`config.mk`:
```
export PLATFORM = sky130hd
export DESIGN_NAME = fm_mod
export DESIGN_NICKNAME = d
export VERILOG_FILES = /design/src/rtl/fm_mod.sv
export SDC_FILE = /design/constraint.sdc
export NUM_CORES = 1
export LEC_CHECK = 0
export ABC_CLOCK_PERIOD_IN_PS = 8790
export CORE_MARGIN = 3
export CORE_UTILIZATION = 40
export CTS_CLUSTER_SIZE = 30
export DETAILED_ROUTE_END_ITERATION = 10
export SLEW_MARGIN = 20
export SYNTH_ARGS = -nofsm -noshare
export SYNTH_HDL_FRONTEND = slang
export SYNTH_SLANG_ARGS = --single-unit
```
`constraint.sdc`:
```
create_clock -name clock -period 8.79 [get_ports clock]
set_input_delay 2.1975 -clock clock [delete_from_list [all_inputs] [get_ports clock]]
set_output_delay 2.1975 -clock clock [all_outputs]
set_load 0.03 [all_outputs]
```
`src/rtl/fm_mod.sv`:
```
// FM modulator: integrates signed audio into a 32-bit phase word and turns
// each phase into a unit-amplitude I/Q pair with an iterative CORDIC rotator.
module fm_mod #(
  parameter int          DATA_WIDTH = 32,
  parameter int          BITS       = 10,
  parameter logic [31:0] MOD_GAIN   = 32'h0020_0000,
  parameter int          ITER       = 16
) (
  input  logic                  clock,
  input  logic                  reset,
  input  logic                  in_empty,
  output logic                  in_rd_en,
  input  logic [DATA_WIDTH-1:0] in_dout,
  input  logic                  I_full,
  output logic                  I_wr_en,
  output logic [DATA_WIDTH-1:0] I_din,
  input  logic                  Q_full,
  output logic                  Q_wr_en,
  output logic [DATA_WIDTH-1:0] Q_din
);

  // x/y carry two integer guard bits plus a few fractional bits so the
  // truncating arithmetic shifts do not accumulate a visible bias.
  localparam int FRAC = 4;
  localparam int XW   = DATA_WIDTH + 2 + FRAC;
  localparam int CW   = $clog2(ITER + 1);
  // 0.60725 * 2^BITS: start vector pre-scaled by the inverse CORDIC gain.
  localparam longint X_UNIT = (64'sd607253 * (64'sd1 <<< BITS) + 64'sd500000) / 64'sd1000000;
  localparam logic signed [XW-1:0] X_INIT = XW'(X_UNIT * (2 ** FRAC));
  localparam logic signed [XW-1:0] X_HALF = XW'(2 ** (FRAC - 1));

  typedef enum logic [1:0] {S_IDLE, S_ROT, S_WR} state_t;

  state_t                  state_q, state_d;
  logic [31:0]             phase_q, phase_d;
  logic [31:0]             audio_w, phase_inc;
  logic signed [XW-1:0]    x_q, x_d, y_q, y_d, x_it, y_it;
  logic signed [31:0]      z_q, z_d, z_it;
  logic                    neg_q, neg_d;
  logic [CW-1:0]           cnt_q, cnt_d, sh;
  logic [DATA_WIDTH-1:0]   i_din_q, i_din_d, q_din_q, q_din_d;
  logic signed [DATA_WIDTH-1:0] i_rnd, q_rnd;

  // atan(2^-i) with one full turn = 2^32; small angles fall back to atan(x)~x.
  function automatic logic [31:0] atan_lut(input logic [CW-1:0] idx);
    int unsigned k;
    k = idx;
    case (k)
      0:       atan_lut = 32'h2000_0000;
      1:       atan_lut = 32'h12E4_051E;
      2:       atan_lut = 32'h09FB_385B;
      3:       atan_lut = 32'h0511_11D4;
      4:       atan_lut = 32'h028B_0D43;
      5:       atan_lut = 32'h0145_D7E1;
      6:       atan_lut = 32'h00A2_F61E;
      7:       atan_lut = 32'h0051_7C55;
      8:       atan_lut = 32'h0028_BE53;
      9:       atan_lut = 32'h0014_5F2F;
      10:      atan_lut = 32'h000A_2F98;
      11:      atan_lut = 32'h0005_17CC;
      12:      atan_lut = 32'h0002_8BE6;
      13:      atan_lut = 32'h0001_45F3;
      14:      atan_lut = 32'h0000_A2FA;
      15:      atan_lut = 32'h0000_517D;
      default: atan_lut = 32'(64'd683565276 >> k);
    endcase
  endfunction

  // Phase increment is only needed mod 2^32, so the low product bits suffice.
  assign audio_w   = 32'($signed(in_dout));
  assign phase_inc = audio_w * MOD_GAIN;

  assign I_din = i_din_q;
  assign Q_din = q_din_q;

  // One CORDIC micro-rotation (iteration index cnt_q-1) plus output rounding.
  always_comb begin
    sh = cnt_q - CW'(1);
    if (!z_q[31]) begin
      x_it = x_q - (y_q >>> sh);
      y_it = y_q + (x_q >>> sh);
      z_it = z_q - $signed(atan_lut(sh));
    end else begin
      x_it = x_q + (y_q >>> sh);
      y_it = y_q - (x_q >>> sh);
      z_it = z_q + $signed(atan_lut(sh));
    end
    i_rnd = DATA_WIDTH'((x_it + X_HALF) >>> FRAC);
    q_rnd = DATA_WIDTH'((y_it + X_HALF) >>> FRAC);
  end

  // Next-state and FIFO handshake logic; strobes are suppressed during reset.
  always_comb begin
    state_d  = state_q;
    phase_d  = phase_q;
    x_d      = x_q;
    y_d      = y_q;
    z_d      = z_q;
    neg_d    = neg_q;
    cnt_d    = cnt_q;
    i_din_d  = i_din_q;
    q_din_d  = q_din_q;
    in_rd_en = 1'b0;
    I_wr_en  = 1'b0;
    Q_wr_en  = 1'b0;
    case (state_q)
      S_IDLE: begin
        if (!in_empty) begin
          in_rd_en = 1'b1;
          phase_d  = phase_q + phase_inc;
          cnt_d    = '0;
          state_d  = S_ROT;
        end
      end
      S_ROT: begin
        if (cnt_q == '0) begin
          // Quadrants 1 and 2 are folded by pi into CORDIC's convergence range.
          neg_d = phase_q[31] ^ phase_q[30];
          z_d   = $signed(phase_q + ((phase_q[31] ^ phase_q[30]) ? 32'h8000_0000 : 32'h0));
          x_d   = X_INIT;
          y_d   = '0;
          cnt_d = CW'(1);
        end else begin
          x_d = x_it;
          y_d = y_it;
          z_d = z_it;
          if (cnt_q == CW'(ITER)) begin
            i_din_d = neg_q ? -i_rnd : i_rnd;
            q_din_d = neg_q ? -q_rnd : q_rnd;
            state_d = S_WR;
          end else begin
            cnt_d = cnt_q + CW'(1);
          end
        end
      end
      S_WR: begin
        if (!I_full && !Q_full) begin
          I_wr_en = 1'b1;
          Q_wr_en = 1'b1;
          state_d = S_IDLE;
        end
      end
      default: state_d = S_IDLE;
    endcase
    if (!reset) begin
      in_rd_en = 1'b0;
      I_wr_en  = 1'b0;
      Q_wr_en  = 1'b0;
    end
  end

  // State register with synchronous active-low reset.
  always_ff @(posedge clock) begin
    if (!reset) begin
      state_q <= S_IDLE;
      phase_q <= '0;
      x_q     <= '0;
      y_q     <= '0;
      z_q     <= '0;
      neg_q   <= 1'b0;
      cnt_q   <= '0;
      i_din_q <= '0;
      q_din_q <= '0;
    end else begin
      state_q <= state_d;
      phase_q <= phase_d;
      x_q     <= x_d;
      y_q     <= y_d;
      z_q     <= z_d;
      neg_q   <= neg_d;
      cnt_q   <= cnt_d;
      i_din_q <= i_din_d;
      q_din_q <= q_din_d;
    end
  end

endmodule
```
==> out/summary.txt <==
Least-Margin Pin Slew = 1.05 ns
Clock Latency Late Sink = 0.53 ns
Post-layout util = 45.5%
Netlist cell types = 111
Vias per cell = 6.20
Initial antenna violation count = 0
DRC violations left = 0
GRT Overall Usage = 26.7%
Row count = 91
Multi-input logic area = 0.0205 sq mm
Post-Synthesis Net Count = 3551
Share of cells above drive strength 1 = 12.0%
Final wirelength = 91.1 mm
Largest cells by area after synthesis = dfxtp_1 15%, mux4_2 8.3%, xnor2_1 7.2%
Synth async-reset ratio = 0%
CP Buf/Inv Count = 2
Crit end category = flop
Worst path required time = 9.18 ns
Leading area contributor after synthesis = dfxtp_1
#FFs+latches synth = 191
Placement Cell Area = 0.0275 sq mm
Hold Path End = I_din[21]
Vias in the first global route = 24500
H-Tree Depth = 4
CTS buffer count = 17
FF+latch area = 0.00383 sq mm
Antenna diodes = 0
Hold path depth = 2
Outcome = complete, no violations
Starting Density = 40.8%
CP most frequent cell = a21oi_1
Clock slew at reported path FFs = 0.10 ns
Setup violators final = 0
Hold WC Path Type = reg -> reg
Gpl congestion = 1.02
Max stage delay cell, worst path = mux4_2
Grt ovf = 0
HP Start = I_din[21]
Fillers = 6448
Register area share after synthesis = 15.1%
Post-synth EDFFs = 0
R2R setup slack = 0.51 ns
Via count = 26400
Final #Nets = 3572
CP startpoint kind = flop
Area Overhead vs Synth = 11.7%
Fin area = 0.0283 sq mm
Mapped Cells = 3383
Final min period = 8.28 ns
# clock sinks = 191
Relative slew slack = 27.9%
Worst-path cell chain = clkinv_1 -> ha_4 -> buf_6 -> mux4_2 -> mux4_2 -> or3_1 -> a21oi_1 -> nand3_1 -> o21ba_2 -> xnor2_1 -> ha_1 -> a21oi_1 -> o21ai_0 -> and2_1 -> nor3_1 -> xnor2_2 -> nand4_1 -> nor3_1 -> a21oi_1 -> a2111o_1 -> or4_4 -> o31a_1 -> xnor2_1 -> a21oi_1
Yosys top cell area share = 15.1%
Mapped cell area = 0.0254 sq mm
Reg-to-Reg Start = cnt_q[0]
Max Slew Vio Count = 0
Avg Inst Size Synth = 7.49 sq um
First-pass GRT wire length = 142 mm
Syn. warnings = 0
Final HPWL DP = 68.1 mm
Max Cap Viol = 0
Leading cell type in the layout, fill and taps excluded = nor2_1
Most frequent cells in the layout = 345 x nor2_1, 337 x nand2_1, 315 x a21oi_1
CTS tree = yes
Worst-path fanout max = 27
Initial DRT Pass Iterations = 6
Synth Flop Type = dfxtp_1
Crit share post-route = 94.2%
R2r endpoint = Q_din[25]
Port bufs = 82
DR iter-0 viols = 2647
Core Area = 0.0622 sq mm
Clock buffer depth = 2
IO Count = 104
Kind of critical path = reg -> reg
Die outline height = 258 microns
Upper clock frequency limit = 0.121 GHz
Leakage power = 10.7 nW
Largest net degree at the start of global routing = 117
Final hold violation count = 0
Top delay family on crit path = simple AND/OR/NAND/NOR gates
Final Skew = 0.0217 ns
R2r worst-path depth = 24
Peak VDD IR = 0.162 mV
WL per Instance = 21.4 microns
Critical path arrival = 8.67 ns
WHS = 0.456 ns
CP peak stage delay = 0.58 ns
PwrDens = 225 mW/mm^2
Root buffer cell = clkbuf_16
Final ANT Viol Nets = 0
Die width = 258 microns
RSZ-0062 raised after global routing = true
Die ar. = 0.0664 sq mm
Power Total = 6.37 mW
==> area by class of cell <==
type                    count  share of cell area (%)
well taps                 837                    3.70
clock buffers              18                    1.52
flip-flops and latches    191                    13.5
multi-input cells        2881                    72.3
inverters                  76                    1.03
clock inverters            14                   0.645
repair buffers            237                    7.29
==> timing repair <==
item                                    CTS  global route
endpoints found under the hold margin     0             0
endpoints found under the setup margin    0            24
buffers inserted                          0            13
hold buffers                              0             0
gates resized for setup                   0            19
==> power by group <==
| group | internal, mW | total (mW) | switching [mW] |
|---|---|---|---|
| logic | 1.76 | 4.57 | 2.82 |
| clock network | 0.389 | 0.868 | 0.479 |
| registers | 0.889 | 0.928 | 0.0381 |
| total | 3.03 | 6.37 | 3.34 |
==> worst max path at each step <==
stage,from,end,slack [ns],cells past startpoint
after floorplan,cnt_q[0],Q_din[25],0.004,34
after CTS,cnt_q[0],Q_din[25],0.11,26
after detailed placement,cnt_q[0],Q_din[25],0.13,26
after global placement,cnt_q[0],Q_din[25],0.14,26
final,cnt_q[0],Q_din[25],0.51,24
after global routing,cnt_q[0],I_din[31],-0.05,29
==> Yosys cell counts (79+ instances only) <==
cell      instances
nor2_1          348
nand2_1         338
a21oi_1         317
xnor2_1         209
dfxtp_1         191
o21ai_0         176
clkbuf_1        157
ha_1            127
nand3_1         110
mux4_2           93
mux2i_1          84
nor3_1           84
xor2_1           79
==> worst min-delay path: stages, from the launching register on <==
cell and delay (ns):
dfxtp_1 0.32, nand2_1 0.05, a21oi_1 0.05
==> registers in the layout, summed over array words and instances (netlist names) <==
signal,count
I_din,32
state_q,2
Q_din,32
phase_q,11
neg_q,1
cnt_q,5
z_q,32
y_q,38
x_q,38
==> per-stage QoR <==
step	setup TNS, ns	worst slack [ns]	instances
after floorplan	0	0.00432	3383
after global placement	0	0.143	4208
after detailed placement	0	0.134	4208
after CTS	0	0.113	4240
after global routing	-0.0455	-0.0455	4254
final	0	0.512	4254
==> kinds of logic (layout without fill, tap and decap cells) <==
family	Yosys count	count (layout)	share of synthesized area [%]
mux	209	209	13.0
fa+ha+maj	131	131	6.58
simple gates	1211	1211	23.1
xor+xnor	291	292	10.2
buf+inv	312	345	4.96
flops	191	191	15.1
compound gates	1038	1038	27.1
==> metal layers <==
metal  vias to the layer above  track usage (%)  wire length (microns)
met5                         -                0                      0
met4                         0             10.1                   3120
met3                       145             3.72                   6160
met2                       945             41.4                  40000
met1                     12600             37.7                  41800
li1                      12700                -                      -
(Power assumes the default switching activity.)
